File: src/rtl/snn_layer_sequencer_pkg.sv
// Shared types and default sizing for the spiking-layer timestep sequencer.
package snn_pkg;

  localparam int DEF_N_INPUTS  = 5;
  localparam int DEF_N_NEURONS = 10;
  localparam int DEF_T_STEPS   = 16;
  localparam int DEF_CNT_W     = 5;

  // Sequencer control states.
  typedef enum logic [2:0] {
    IDLE    = 3'd0,
    CLR     = 3'd1,
    WAIT_IN = 3'd2,
    FIRE    = 3'd3,
    SETTLE  = 3'd4,
    SAMPLE  = 3'd5,
    ARGMAX  = 3'd6,
    DONE    = 3'd7
  } seq_state_t;

  // Index width for a count of n items; never narrower than one bit.
  function automatic int idx_width(input int n);
    return (n > 1) ? $clog2(n) : 1;
  endfunction

endpackage

File: src/rtl/snn_layer_sequencer_if.sv
// Pixel-input and classification-result handshakes of the layer sequencer.
// master = environment (encoder + readout), slave = sequencer.
interface snn_layer_sequencer_if #(
  parameter int N_INPUTS  = snn_pkg::DEF_N_INPUTS,
  parameter int N_NEURONS = snn_pkg::DEF_N_NEURONS,
  parameter int CNT_W     = snn_pkg::DEF_CNT_W
);
  localparam int IDX_W = snn_pkg::idx_width(N_NEURONS);

  logic [N_INPUTS-1:0] px_in;
  logic                px_valid;
  logic                px_ready;
  logic [IDX_W-1:0]    class_out;
  logic [CNT_W-1:0]    class_count;
  logic                class_valid;
  logic                class_ready;

  modport master (
    output px_in, px_valid, class_ready,
    input  px_ready, class_out, class_count, class_valid
  );

  modport slave (
    input  px_in, px_valid, class_ready,
    output px_ready, class_out, class_count, class_valid
  );

endinterface

File: src/rtl/snn_layer_sequencer_counter_bank.sv
// Bank of saturating per-neuron spike counters with a read port used by the
// sequential argmax scan.
module spike_counter_bank
  import snn_pkg::*;
#(
  parameter int N     = DEF_N_NEURONS,
  parameter int CNT_W = DEF_CNT_W,
  parameter int IDX_W = idx_width(DEF_N_NEURONS)
) (
  input  logic             clk,
  input  logic             reset,
  input  logic             clr,
  input  logic             inc,
  input  logic [N-1:0]     spk,
  input  logic [IDX_W-1:0] rd_idx,
  output logic [CNT_W-1:0] rd_data
);

  localparam logic [CNT_W-1:0] CNT_MAX = '1;

  logic [CNT_W-1:0] cnt_r [N];

  // Add one when enabled, holding at the top value instead of wrapping.
  function automatic logic [CNT_W-1:0] sat_inc(input logic [CNT_W-1:0] v, input logic en);
    if (en && (v != CNT_MAX)) begin
      return v + CNT_W'(1);
    end else begin
      return v;
    end
  endfunction

  // Clear all counters at frame start, otherwise add this timestep's spikes.
  always_ff @(posedge clk) begin
    if (reset || clr) begin
      for (int i = 0; i < N; i++) begin
        cnt_r[i] <= '0;
      end
    end else if (inc) begin
      for (int i = 0; i < N; i++) begin
        cnt_r[i] <= sat_inc(cnt_r[i], spk[i]);
      end
    end
  end

  // Read mux for the scan; indices past the last neuron read as zero.
  always_comb begin
    rd_data = '0;
    if (int'(rd_idx) < N) begin
      rd_data = cnt_r[rd_idx];
    end else begin
      rd_data = '0;
    end
  end

endmodule

File: src/rtl/snn_layer_sequencer.sv
// Timestep sequencer for one spiking layer: clears the neurons, feeds one
// input spike vector per timestep, strobes integrate/fire, accumulates spike
// counts and reports the most active neuron over a ready/valid handshake.
module snn_layer_sequencer
  import snn_pkg::*;
#(
  parameter int N_INPUTS  = DEF_N_INPUTS,
  parameter int N_NEURONS = DEF_N_NEURONS,
  parameter int T_STEPS   = DEF_T_STEPS,
  parameter int CNT_W     = DEF_CNT_W
) (
  input  logic                 clk,
  input  logic                 reset,
  input  logic                 start,
  output logic                 busy,
  output logic [N_INPUTS-1:0]  pixels_out,
  output logic                 pulse,
  output logic                 nrn_reset,
  input  logic [N_NEURONS-1:0] spk_in,
  snn_layer_sequencer_if.slave bus
);

  localparam int IDX_W = idx_width(N_NEURONS);
  localparam int T_W   = idx_width(T_STEPS);
  localparam logic [T_W-1:0]   T_LAST   = T_W'(T_STEPS - 1);
  localparam logic [IDX_W-1:0] IDX_LAST = IDX_W'(N_NEURONS - 1);

  seq_state_t       state_r;
  logic [T_W-1:0]   t_r;
  logic [IDX_W-1:0] scan_idx_r;
  logic [IDX_W-1:0] best_idx_r;
  logic [CNT_W-1:0] best_cnt_r;

  logic             cnt_clr_s;
  logic             cnt_inc_s;
  logic [CNT_W-1:0] rd_cnt_s;
  logic [IDX_W-1:0] nxt_idx_s;
  logic [CNT_W-1:0] nxt_cnt_s;

  // Counter bank control: clear on frame start, accumulate only in SAMPLE.
  always_comb begin
    cnt_clr_s = 1'b0;
    cnt_inc_s = 1'b0;
    case (state_r)
      IDLE:    cnt_clr_s = start;
      SAMPLE:  cnt_inc_s = 1'b1;
      default: begin
        cnt_clr_s = 1'b0;
        cnt_inc_s = 1'b0;
      end
    endcase
  end

  spike_counter_bank #(
    .N     (N_NEURONS),
    .CNT_W (CNT_W),
    .IDX_W (IDX_W)
  ) u_bank (
    .clk     (clk),
    .reset   (reset),
    .clr     (cnt_clr_s),
    .inc     (cnt_inc_s),
    .spk     (spk_in),
    .rd_idx  (scan_idx_r),
    .rd_data (rd_cnt_s)
  );

  // Running argmax: strict greater-than keeps the lowest index on ties.
  always_comb begin
    if (rd_cnt_s > best_cnt_r) begin
      nxt_idx_s = scan_idx_r;
      nxt_cnt_s = rd_cnt_s;
    end else begin
      nxt_idx_s = best_idx_r;
      nxt_cnt_s = best_cnt_r;
    end
  end

  // Frame sequencing FSM with all outputs registered.
  always_ff @(posedge clk) begin
    if (reset) begin
      state_r         <= IDLE;
      t_r             <= '0;
      scan_idx_r      <= '0;
      best_idx_r      <= '0;
      best_cnt_r      <= '0;
      busy            <= 1'b0;
      pixels_out      <= '0;
      pulse           <= 1'b0;
      nrn_reset       <= 1'b0;
      bus.px_ready    <= 1'b0;
      bus.class_out   <= '0;
      bus.class_count <= '0;
      bus.class_valid <= 1'b0;
    end else begin
      pulse     <= 1'b0;
      nrn_reset <= 1'b0;
      case (state_r)
        IDLE: begin
          if (start) begin
            state_r   <= CLR;
            t_r       <= '0;
            busy      <= 1'b1;
            nrn_reset <= 1'b1;
          end
        end
        CLR: begin
          state_r      <= WAIT_IN;
          bus.px_ready <= 1'b1;
        end
        WAIT_IN: begin
          if (bus.px_valid && bus.px_ready) begin
            pixels_out   <= bus.px_in;
            bus.px_ready <= 1'b0;
            pulse        <= 1'b1;
            state_r      <= FIRE;
          end
        end
        FIRE: begin
          state_r <= SETTLE;
        end
        SETTLE: begin
          state_r <= SAMPLE;
        end
        SAMPLE: begin
          if (t_r == T_LAST) begin
            state_r    <= ARGMAX;
            scan_idx_r <= '0;
            best_idx_r <= '0;
            best_cnt_r <= '0;
          end else begin
            t_r          <= t_r + T_W'(1);
            state_r      <= WAIT_IN;
            bus.px_ready <= 1'b1;
          end
        end
        ARGMAX: begin
          best_idx_r <= nxt_idx_s;
          best_cnt_r <= nxt_cnt_s;
          if (scan_idx_r == IDX_LAST) begin
            state_r         <= DONE;
            bus.class_out   <= nxt_idx_s;
            bus.class_count <= nxt_cnt_s;
            bus.class_valid <= 1'b1;
          end else begin
            scan_idx_r <= scan_idx_r + IDX_W'(1);
          end
        end
        DONE: begin
          if (bus.class_ready) begin
            state_r         <= IDLE;
            busy            <= 1'b0;
            bus.class_valid <= 1'b0;
          end
        end
        default: begin
          state_r         <= IDLE;
          busy            <= 1'b0;
          bus.px_ready    <= 1'b0;
          bus.class_valid <= 1'b0;
        end
      endcase
    end
  end

endmodule

File: src/flat_wrapper.sv
// flat-port wrapper written by rule: the top's interface ports become plain ports
module snn_layer_sequencer_flat import snn_pkg::*;
#(
  parameter int N_INPUTS  = DEF_N_INPUTS,
  parameter int N_NEURONS = DEF_N_NEURONS,
  parameter int T_STEPS   = DEF_T_STEPS,
  parameter int CNT_W     = DEF_CNT_W
)
  (clk, reset, start, busy, pixels_out, pulse, nrn_reset, spk_in, bus_px_in, bus_px_valid, bus_class_ready, bus_px_ready, bus_class_out, bus_class_count, bus_class_valid);
  snn_layer_sequencer_if #(.N_INPUTS(N_INPUTS), .N_NEURONS(N_NEURONS), .CNT_W(CNT_W)) bus_i ();
  input  logic clk;
  input  logic reset;
  input  logic start;
  output logic busy;
  output logic [N_INPUTS-1:0] pixels_out;
  output logic pulse;
  output logic nrn_reset;
  input  logic [N_NEURONS-1:0] spk_in;
  input wire logic [$bits(bus_i.px_in)-1:0] bus_px_in;
  input wire logic [$bits(bus_i.px_valid)-1:0] bus_px_valid;
  input wire logic [$bits(bus_i.class_ready)-1:0] bus_class_ready;
  output wire logic [$bits(bus_i.px_ready)-1:0] bus_px_ready;
  output wire logic [$bits(bus_i.class_out)-1:0] bus_class_out;
  output wire logic [$bits(bus_i.class_count)-1:0] bus_class_count;
  output wire logic [$bits(bus_i.class_valid)-1:0] bus_class_valid;
  assign bus_i.px_in = bus_px_in;
  assign bus_i.px_valid = bus_px_valid;
  assign bus_i.class_ready = bus_class_ready;
  assign bus_px_ready = bus_i.px_ready;
  assign bus_class_out = bus_i.class_out;
  assign bus_class_count = bus_i.class_count;
  assign bus_class_valid = bus_i.class_valid;
  snn_layer_sequencer #(.N_INPUTS(N_INPUTS), .N_NEURONS(N_NEURONS), .T_STEPS(T_STEPS), .CNT_W(CNT_W)) u_core (.clk(clk), .reset(reset), .start(start), .busy(busy), .pixels_out(pixels_out), .pulse(pulse), .nrn_reset(nrn_reset), .spk_in(spk_in), .bus(bus_i));
endmodule
File: config.mk
export PLATFORM = sky130hd
export DESIGN_NAME = snn_layer_sequencer_flat
export DESIGN_NICKNAME = d
export VERILOG_FILES = /design/src/rtl/snn_layer_sequencer_pkg.sv /design/src/rtl/snn_layer_sequencer_if.sv /design/src/rtl/snn_layer_sequencer_counter_bank.sv /design/src/rtl/snn_layer_sequencer.sv /design/src/flat_wrapper.sv
export SDC_FILE = /design/constraint.sdc
export NUM_CORES = 1
export LEC_CHECK = 0
export CAP_MARGIN = 20
export CORE_MARGIN = 2
export CORE_UTILIZATION = 57
export CTS_CLUSTER_DIAMETER = 50
export DETAILED_ROUTE_END_ITERATION = 10
export DONT_BUFFER_PORTS = 1
export GPL_ROUTABILITY_DRIVEN = 1
export PLACE_DENSITY_LB_ADDON = 0.2
export SLEW_MARGIN = 40
export SYNTH_ARGS = -nofsm -noshare
export SYNTH_HDL_FRONTEND = slang
export SYNTH_SLANG_ARGS = --single-unit
File: constraint.sdc
create_clock -name clk -period 3.7 [get_ports clk]
set_input_delay 0.555 -clock clk [delete_from_list [all_inputs] [get_ports clk]]
set_output_delay 0.555 -clock clk [all_outputs]
set_load 0.01 [all_outputs]
# Word-level counts from Yosys, hierarchy flattened
# Memories as Yosys holds them, arrays and structs flattened. A register that Yosys moved wholly into a read port is not among the register bits.
# Index checks and enable logic that the tools add are counted.
[classes]
reduce_logical = 29
n_eq_ne = 26
order_cmp = 2
n_bitwise = 12
muxes = 77
addsub = 12
[op_table]
columns = ["op", "count"]
rows = [
  ["two-way mux 5 bit", 43],
  ["adder 5 x 1 -> 5 bit (second input constant)", 10],
  ["!= test 5 bit (second input constant)", 10],
  ["two-way mux 4 bit", 7],
  ["one-hot mux 3 bit (8 select lines)", 1],
  ["one-hot mux 4 bit (2 select lines)", 3],
  ["two-way mux 3 bit", 5],
  ["AND reduction 3 bit", 5],
  ["two-way mux 1 bit", 14],
  ["== test 3 bit (second input constant)", 4],
  ["logical AND 1 bit", 11],
  ["OR 1 bit", 10],
  ["one-hot mux 5 bit (2 select lines)", 1],
  ["adder 4 x 1 -> 4 bit (second input constant)", 2],
  ["== test 4 bit (second input constant)", 2],
  ["!= test 2 bit (second input constant)", 4],
  ["nonzero test 2 bit", 4],
  ["== test 3 x 2 -> 1 bit (second input constant)", 2],
  ["!= test 2 x 1 -> 1 bit (second input constant)", 3],
  ["AND reduction 2 bit", 3],
  ["greater-than comparator 5 bit", 1],
  ["< comparator 4 bit (second input constant)", 1],
  ["one-hot mux 1 bit (2 select lines)", 2],
  ["AND reduction 4 bit", 1],
  ["other kinds (7)", 9],
]
[totals]
ramBits = 50
out_inout_bits = 19
elab_cells = 172
mem_count = 1
reg_bits = 39
[mem_list]
columns = ["name", "words", "word_bits", "read_ports", "rd_ports_with_merged_regs", "wr", "line_no", "rtl"]
rows = [
  ["u_core.u_bank.cnt_r", 10, 5, 11, 1, 10, "snn_layer_sequencer_counter_bank.sv:21", "logic [CNT_W-1:0] cnt_r [N];"],
]

# Logic depth before layout (Yosys ltp)
# Gate-level depths: netlist of run 1.
[logic_depth]
depth_word = 6
ltp_mapped = 13
ltp_nobuf = 10

# Modules after synthesis
# Synthesis of run 1 repeated with hierarchy kept, for this count alone.
[hier_totals]
hier_cells = 446
hier_area_um2 = 4718.3
[modules_own_cells]
columns = ["mod", "cells_each", "area_per_inst_um2", "seq_area_each_um2", "n_inst"]
rows = [
  ["spike_counter_bank", 244, 2882.8, 1501.4, 1],
  ["snn_layer_sequencer", 202, 1835.5, 780.7, 1],
]

# Worst setup path after synthesis of run 1
# OpenSTA, ideal clock, no wires.
[synth_timing]
kind = "reg2reg"
start = "register with a tool-made name"
end = "register u_core.best_idx_r[0]"
arrival_ns = 3.170
slack_ns = 0.456
n_path_buf = 2
path_stages_with_launch = 13
t_required_ns = 3.626
cell_sequence = "dfxtp_1 -> buf_6 -> mux4_1 -> mux4_2 -> nand2_2 -> inv_2 -> ha_1 -> and3_1 -> and3_1 -> a21o_1 -> clkbuf_1 -> or4b_2 -> o21ai_0"
[synth_lines]
columns = ["element", "line_no", "rtl"]
rows = [
  ["to (signal assigned)", "snn_layer_sequencer.sv:138", "best_idx_r <= nxt_idx_s;"],
  ["to (decl)", "snn_layer_sequencer.sv:31", "logic [IDX_W-1:0] best_idx_r;"],
]

==> summary.txt, run 1 <==
Max_cap viols: 0
Post-layout util: 0.615
Largest net degree at the start of global routing: 39
Crit path kind: reg2reg
Antenna diodes: 0
Sequential area share after synthesis: 0.492
Cell Area, Synth: 0.00480 mm²
Initial core utilization: 0.587
CP Data Arrival Time: 3.61 ns
# IOs: 39
Ranking of synthesized cells by area: edfxtp_1 31%, dfxtp_1 18%, ha_1 7.3%, mux2i_1 5.4%, nor2_1 4.9%
Post-Synth XOR/XNOR Area: 0.0419
I/O Buffers: 0
Commonest cells after routing, fill and taps aside: 63 x nor2_1, 50 x edfxtp_1, 43 x dfxtp_1
Startpoint types: register
Vias: 3255
GRT Total Usage: 0.218
Final wirelength: 9.23 mm
Min-delay worst type: in2reg
Gp weighted congestion: 0.838
Mapped Avg Cell Area: 10.8 µm²
Actual slew at the worst max-slew pin: 0.813 ns
Area delta synth->final: 4.77%
Post-synthesis register bit count: 93
Core area: 0.00818 mm²
Post-synthesis compound-gate area fraction: 0.0789
Critical Path End Type: register
Initial antenna violation count: 0
Commonest non-fill, non-tap cell in the layout: nor2_1
TritonCTS clock tree: yes
Setup Skew: 0.0131 ns
Peak supply drop: 187 µV
Yosys top cell by area: edfxtp_1
Hold-fix buffers at CTS: 0
Pwr dens: 391 mW/mm²
Reg2reg setup slack: 0.39 ns
Mapped Nets: 492
CTS resizes: 0
Largest family of logic cells by synthesized area: simple AND/OR/NAND/NOR gates
Period minus WS final: 3.31 ns
Die H: 95.8 µm
Clk_lat worst skew: 0.37 ns
Leak pwr: 1.95 nW
Post-DP HPWL: 6.46 mm
Layout net count: 484
Top FF cell, synth: edfxtp_1
Cells along the critical path: buf_4 -> mux2i_1 -> mux4_2 -> a21oi_2 -> ha_1 -> nor2b_1 -> o21ai_0 -> nand2_1 -> o32ai_1 -> a2bb2o_1
Req. time, crit path: 4.01 ns
Yosys warns: 0
DRC Markers: 0
Clock Pin Slew Worst Setup and Hold Paths: 0.10 ns
Post-synthesis mux area share: 0.0964
Final-report max-slew violation count: 0
Clock buffer depth: 2
GRT overflow: 0
Setup bufs post-CTS: 0
Number of global-route vias before repair: 3124
Status: finished, final reports clean
Die W: 95.8 µm
Yosys top cell area share: 0.313
Die area: 0.00917 mm²
First-pass GRT wire length: 15.3 mm
Final hold vios: 0
CTS root buffer: clkbuf_8
CP max-delay cell: mux4_2
Final worst-path cycle share: 0.894
Filler Cells Inserted: 672
RSZ-0062 raised after global routing: no
Fmax: 0.302 GHz
CTS H-tree lvls: 3
TritonCTS Buffers: 9
Asr flop ratio synth: 0
Simple-gate portion of the synthesized area: 0.187
Adder-cell share of the synthesized area: 0.0730
Antenna Nets Post-Route: 0
Post-synth EDFFs: 50
Post-route setup TNS: 0 ns
Tot Pwr: 1.97 mW
DR pass1 iterations: 4
Final number of setup-violating endpoints: 0
Vias per cell: 5.96
Max-slew headroom: 0.456
Routed length per instance: 16.9 µm
Ratio of cells with drive above 1 in the final layout: 0.0907
FP Rows: 33
Post-synth cell types: 51
Max stage delay on crit path: 0.52 ns
Initial DRC count: 165
Sink Count: 93
Crit path max fanout: 21
Synth Instances: 444
-- registers in the layout (all words and copies together) (netlist names), 3 cells and up, named ones only --
register                flops
u_core.pixels_out           5
u_core.best_cnt_r           5
u_core.scan_idx_r           4
u_core.t_r                  4
u_core.bus.class_out        4
u_core.bus.class_count      5
u_core.u_bank.cnt_r        50
u_core.best_idx_r           4
u_core.state_r              3
-- cell families (layout without fill, tap and decap cells) --
kind of cell	count (synthesis)	count (layout)
mux	36	36
compound gates	58	58
fa+ha+maj	28	28
simple gates	174	174
xor+xnor	23	23
buf+inv	32	29
flops	93	93
-- per-layer routing --
layer	up-vias	GRT usage	wire, µm
li1	1604	-	-
met1	1555	0.314	4410
met2	80	0.330	4310
met3	16	0.0360	317
met4	0	0.0869	184
met5	-	0	0
-- cell type report --
type	instances	area, µm²	area share
flip-flops and latches	93	2360	0.470
multi-input cells	319	2290	0.456
well taps	105	131	0.0261
clock buffers	10	128	0.0254
clock inverters	6	45.0	0.00895
repair buffers	6	45.0	0.00895
inverters	7	26.3	0.00522
-- synthesized netlist by cell type, types with 2 or more instances --
| cell type | number |
|---|---|
| clkbuf_1 | 19 |
| and2_1 | 3 |
| nor2b_1 | 2 |
| and3_1 | 33 |
| mux4_1 | 3 |
| nand3_1 | 15 |
| nor4_1 | 2 |
| nand4_1 | 2 |
| nand2_1 | 14 |
| or4b_2 | 3 |
| edfxtp_1 | 50 |
| mux4_2 | 4 |
| a21oi_1 | 11 |
| a22o_1 | 3 |
| xnor2_1 | 10 |
| nor3_1 | 9 |
| inv_1 | 6 |
| buf_1 | 2 |
| mux2_2 | 3 |
| a311oi_1 | 2 |
| mux2i_1 | 26 |
| xor2_1 | 13 |
| or2_2 | 3 |
| nand2b_1 | 14 |
| nor2_1 | 63 |
| ha_1 | 28 |
| dfxtp_1 | 43 |
| a21o_1 | 2 |
| a21oi_2 | 3 |
| nand3b_1 | 5 |
| o21ai_0 | 20 |
| a211oi_1 | 7 |
| buf_6 | 3 |
-- through the flow --
stage	instance area (µm²)	setup WS, ns	hold slack [ns]	cells
final	5030	0.393	0.240	546
after global routing	5030	0.167	0.215	546
after CTS	5030	0.415	0.233	546
after detailed placement	4860	0.441	0.453	530
after global placement	4860	0.519	0.444	530
after floorplan	4800	0.456	0.436	444
-- power breakdown --
group          internal, mW  total [mW]  switching [mW]
Clock                 0.250       0.623           0.373
Sequential             1.14        1.18          0.0470
Combinational        0.0680       0.161          0.0934
Total                  1.45        1.97           0.514
-- path summary, 6_finish.rpt --
kind	start	endpoint	cells past startpoint
worst max register to register	register	u_core.best_cnt_r[0]	10
worst max-delay path	register	u_core.best_cnt_r[0]	10
worst min register to register	u_core.best_idx_r[0]	u_core.best_idx_r[0]	2
worst min-delay path	reset	u_core.bus.class_valid	1
-- critical path, delay by kind of cell, from the launching register on --
kind,cells,cell delay [ns]
AOI/OAI and AO/OA,4,1.27
muxes,2,0.67
and+or+nand+nor,2,0.38
buffers and inverters,1,0.33
DFF,1,0.32
adders and majority gates,1,0.27
No activity file was read; power rests on OpenSTA's default activity.
==> run 2: changes to the inputs <==
--- a/config.mk
+++ b/config.mk
@@ -8,6 +8,7 @@
 export CAP_MARGIN = 20
 export CORE_MARGIN = 2
 export CORE_UTILIZATION = 57
+export CTS_BUF_LIST = sky130_fd_sc_hd__clkbuf_4
 export CTS_CLUSTER_DIAMETER = 50
 export DETAILED_ROUTE_END_ITERATION = 10
 export DONT_BUFFER_PORTS = 1
==> run 2 against run 1 <==
Net effect:
- hold slack worse by 0.089 ns
- clock skew is 0.0057 ns higher
- cell area is 1.0% lower
- fmax is 1.2% higher
- global-route usage is 0.29 points lower
- via count is 1.5% lower
- critical endpoint is now u_core.best_idx_r[3]
- utilization is 0.64 points lower
==> summary.txt, run 2 (synthesis results as in run 1) <==
Antenna diodes: 0
Critical Path End Type: register
Pwr dens: 371 mW/mm²
Largest Register: u_core.u_bank.cnt_r
Req. time, crit path: 4.09 ns
Max reg flops: 50
FP Rows: 33
Crit path kind: reg2reg
Startpoint types: register
Post-DP HPWL: 6.46 mm
Peak supply drop: 170 µV
DR pass1 iterations: 4
Hold endpoint: u_core.bus.class_valid
TritonCTS clock tree: yes
Period minus WS final: 3.27 ns
RSZ-0062 raised after global routing: no
Post-layout util: 0.609
Final wirelength: 9.10 mm
Vias: 3207
Tot Pwr: 1.85 mW
Final number of setup-violating endpoints: 0
Ratio of cells with drive above 1 in the final layout: 0.0930
DRC Markers: 0
Min-delay src: reset
Die W: 95.8 µm
Largest net degree at the start of global routing: 39
I/O Buffers: 0
Crit path max fanout: 21
Top cell by count, worst path: and3_1
Setup bufs post-CTS: 0
Final-report max-slew violation count: 0
Max-slew headroom: 0.454
Filler Cells Inserted: 678
CTS resizes: 0
Actual slew at the worst max-slew pin: 0.816 ns
Final hold vios: 0
Die area: 0.00917 mm²
RR Endpoint: u_core.best_idx_r[3]
Max stage delay on crit path: 0.63 ns
Initial antenna violation count: 0
Initial DRC count: 189
Layout net count: 484
TritonCTS Buffers: 9
Hold path cells: 1
CP max-delay cell: or4b_2
Initial core utilization: 0.587
Hold-fix buffers at CTS: 0
Die H: 95.8 µm
CTS root buffer: clkbuf_4
GRT overflow: 0
Leak pwr: 1.94 nW
Gp weighted congestion: 0.838
Cells along the critical path: buf_4 -> mux2i_1 -> mux4_2 -> a21oi_2 -> ha_1 -> and3_1 -> and3_1 -> a21o_1 -> or4b_2 -> o21ai_0
Clk_lat worst skew: 0.44 ns
Number of global-route vias before repair: 3103
Core area: 0.00818 mm²
Final worst-path cycle share: 0.884
Min-delay worst type: in2reg
CP Data Arrival Time: 3.66 ns
Routed length per instance: 16.7 µm
Clock buffer depth: 2
Setup Skew: 0.0188 ns
Antenna Nets Post-Route: 0
Vias per cell: 5.87
Area delta synth->final: 3.67%
Top delay family on crit path: simple AND/OR/NAND/NOR gates
R2r worst-path depth: 10
First-pass GRT wire length: 15.2 mm
CTS H-tree lvls: 3
Max_cap viols: 0
Buffers & Inverters on Critical Path: 1
Fmax: 0.306 GHz
GRT Total Usage: 0.215
Clock Pin Slew Worst Setup and Hold Paths: 0.16 ns
# IOs: 39
Sink Count: 93
Commonest non-fill, non-tap cell in the layout: nor2_1
Commonest cells after routing, fill and taps aside: 63 x nor2_1, 50 x edfxtp_1, 43 x dfxtp_1
Status: finished, final reports clean
Reg2reg setup slack: 0.43 ns
Post-route setup TNS: 0 ns
==> run 2: cell type report <==
| cell class | count | area [µm²] | share of cell area |
|---|---|---|---|
| clock buffers | 10 | 75.1 | 0.0151 |
| clock inverters | 6 | 45.0 | 0.00905 |
| inverters | 7 | 26.3 | 0.00528 |
| multi-input cells | 319 | 2290 | 0.461 |
| flip-flops and latches | 93 | 2360 | 0.474 |
| well taps | 105 | 131 | 0.0264 |
| repair buffers | 6 | 45.0 | 0.00905 |
==> run 2: how the worst max path moves through the flow <==
stage	depth (start not counted)	from	endpoint
2_1_floorplan	12	register	u_core.best_idx_r[0]
3_3_place_gp	10	register	u_core.best_idx_r[3]
3_5_place_dp	10	register	u_core.best_idx_r[3]
4_1_cts	10	register	u_core.best_idx_r[3]
5_1_grt	10	register	u_core.best_cnt_r[3]
6_report	10	register	u_core.best_idx_r[3]
==> run 2: stage by stage <==
| stage | hold WS, ns | cells | area, µm² | setup WS [ns] |
|---|---|---|---|---|
| 6_report | 0.151 | 546 | 4980 | 0.431 |
| 5_1_grt | 0.113 | 546 | 4980 | 0.173 |
| 4_1_cts | 0.130 | 546 | 4980 | 0.413 |
| 3_5_place_dp | 0.453 | 530 | 4860 | 0.441 |
| 3_3_place_gp | 0.444 | 530 | 4860 | 0.519 |
| 2_1_floorplan | 0.436 | 444 | 4800 | 0.456 |
==> run 2: worst register-to-register path, stage by stage (launching register included) <==
cell,delay (ns)
dfxtp_1,0.34
buf_4,0.33
mux2i_1,0.16
mux4_2,0.53
a21oi_2,0.22
ha_1,0.26
and3_1,0.17
and3_1,0.21
a21o_1,0.26
or4b_2,0.63
o21ai_0,0.09
==> run 2: layer usage <==
metal,vias to the layer above,GRT usage,part of all wire
met5,-,0,0
met4,0,0.0750,0.012
met3,9,0.0321,0.028
met2,56,0.329,0.47
met1,1535,0.314,0.49
li1,1607,-,-
==> run 2: report_power, final <==
| group | switching [mW] | leakage [nW] | internal, mW |
|---|---|---|---|
| clock network | 0.353 | 0.0677 | 0.151 |
| registers | 0.0470 | 0.890 | 1.14 |
| logic | 0.0921 | 0.978 | 0.0677 |
| total | 0.492 | 1.94 | 1.36 |
==> run 3: changes to the inputs <==
==> constraint.sdc (replaced) <==
create_clock -name clk -period 3.28 [get_ports clk]
set_input_delay 0.492 -clock clk [delete_from_list [all_inputs] [get_ports clk]]
set_output_delay 0.492 -clock clk [all_outputs]
set_load 0.01 [all_outputs]
==> run 3 against run 2 <==
Net effect:
- register-to-register slack got worse by 0.33 ns
- clock power increased by 22%
- clock-buffer cell count unchanged
- final cell count increased by 1.6%
- sequential power increased by 14%
- fmax increased by 2.7%
- via count increased by 2.1%
- global-route usage increased by 0.40 points
- cell area increased by 1.9%
- non-clock buffer count increased by 9
- worst setup slack got worse by 0.33 ns
- largest power group unchanged
- largest cell class unchanged
==> summary.txt, run 3 (synthesis results as in run 1) <==
Final worst slack: 0.0961 ns
Largest net degree at the start of global routing: 39
First-pass GRT wire length: 15.4 mm
RSZ-0062 raised after global routing: no
GRT overflow: 0
CP max-delay cell: or4b_2
Switching share of total power: 0.253
Vias: 3274
Period minus WS final: 3.18 ns
GRT Total Usage: 0.219
Vias per cell: 5.90
Fmax: 0.314 GHz
Commonest cells after routing, fill and taps aside: 63 x nor2_1, 50 x edfxtp_1, 42 x dfxtp_1
Cell Count Post-Placement: 534
Die H: 95.8 µm
Die area: 0.00917 mm²
Status: finished, final reports clean
Final worst-path cycle share: 0.971
Final wirelength: 9.31 mm
CTS H-tree lvls: 3
Initial antenna violation count: 0
Clk_lat worst skew: 0.44 ns
Req. time, crit path: 3.65 ns
Comb pwr share: 0.090
Non-filler cells, final: 555
TritonCTS clock tree: yes
Max_cap viols: 0
Final number of setup-violating endpoints: 0
Largest Register: u_core.u_bank.cnt_r
Pwr dens: 423 mW/mm²
Ratio of cells with drive above 1 in the final layout: 0.116
Min-delay worst type: in2reg
Top cell by count, worst path: and3_1
Final hold vios: 0
Clock buffer depth: 2
Reg power frac: 0.623
Reg2reg setup slack: 0.1 ns
Critical Path End Type: register
FP Rows: 33
Crit path kind: reg2reg
Max-slew headroom: 0.477
Die W: 95.8 µm
Post-DP HPWL: 6.57 mm
Area occupied by multi-input gates: 0.00230 mm²
P_int: 1.60 mW
Startpoint types: register
DRC Markers: 0
Number of global-route vias before repair: 3100
Filler Cells Inserted: 684
I/O Buffers: 0
Antenna Nets Post-Route: 0
P_sw: 542 µW
Max stage delay on crit path: 0.61 ns
Max reg flops: 50
Initial core utilization: 0.587
Area after DPL: 0.00490 mm²
Area delta synth->final: 5.60%
Commonest non-fill, non-tap cell in the layout: nor2_1
Leak pwr: 1.99 nW
Layout net count: 493
Top delay family on crit path: simple AND/OR/NAND/NOR gates
Clock Pin Slew Worst Setup and Hold Paths: 0.14 ns
# IOs: 39
Crit path max fanout: 5
Core area: 0.00818 mm²
DR pass1 iterations: 7
Setup WS pre-CTS: 0.0685 ns
Setup Skew: 0.0137 ns
Actual slew at the worst max-slew pin: 0.776 ns
CTS root buffer: clkbuf_4
Buffers & Inverters on Critical Path: 1
Post-route setup TNS: 0 ns
Design Area, Final: 0.00507 mm²
Routed length per instance: 16.8 µm
Cells along the critical path: mux4_1 -> mux4_2 -> nand2_2 -> inv_2 -> ha_1 -> and3_1 -> and3_1 -> a21o_1 -> or4b_2 -> o21ai_0
Clock power frac: 0.287
Peak supply drop: 225 µV
Gp weighted congestion: 0.826
Seq. cell area: 0.00236 mm²
CP Data Arrival Time: 3.56 ns
Initial DRC count: 158
Sink Count: 93
TritonCTS Buffers: 9
Antenna diodes: 0
Final-report max-slew violation count: 0
run 3: stage by stage:
stage	hold slack, ns	utilization	power, mW
after floorplan	0.436	-	1.49
after CTS	0.0776	0.615	2.15
after global placement	0.451	0.599	1.54
after global routing	0.0599	0.620	2.24
after detailed placement	0.455	0.599	1.54
final	0.0985	0.620	2.14
run 3: worst paths after layout:
kind | from | to | cells after the start
hold reg to reg | u_core.best_idx_r[0] | u_core.best_idx_r[0] | 2
hold / removal | reset | u_core.state_r[0] | 1
setup / recovery | u_core.u_bank.cnt_r[4][4] | u_core.best_idx_r[3] | 10
setup reg to reg | u_core.u_bank.cnt_r[4][4] | u_core.best_idx_r[3] | 10
run 3: per-layer routing:
| metal | part of all wire | track usage |
|---|---|---|
| met1 | 0.48 | 0.312 |
| met2 | 0.47 | 0.344 |
| met3 | 0.038 | 0.0446 |
| met4 | 0.011 | 0.0571 |
| met5 | 0 | 0 |
run 3: cell type report:
| cell class | count | area share |
|---|---|---|
| sequential | 93 | 0.466 |
| clock inverter | 6 | 0.0104 |
| clock buffer | 10 | 0.0148 |
| timing repair buffer | 15 | 0.0247 |
| tap | 105 | 0.0259 |
| multi-input combinational | 319 | 0.453 |
| inverter | 7 | 0.00518 |
run 3: power groups by stage:
stage	Sequential [mW]	Clock [mW]	Combinational, mW
after CTS	1.33	0.625	0.185
final	1.34	0.616	0.194
after floorplan	1.34	0	0.150
after detailed placement	1.36	0	0.184
after global routing	1.34	0.673	0.219
after global placement	1.36	0	0.179
run 3: what timing repair did:
action,4_1_cts,5_1_grt
hold buffers,0,0
gates resized for setup,0,3
endpoints found under the hold margin,0,0
buffers inserted,0,5
endpoints found under the setup margin,0,7
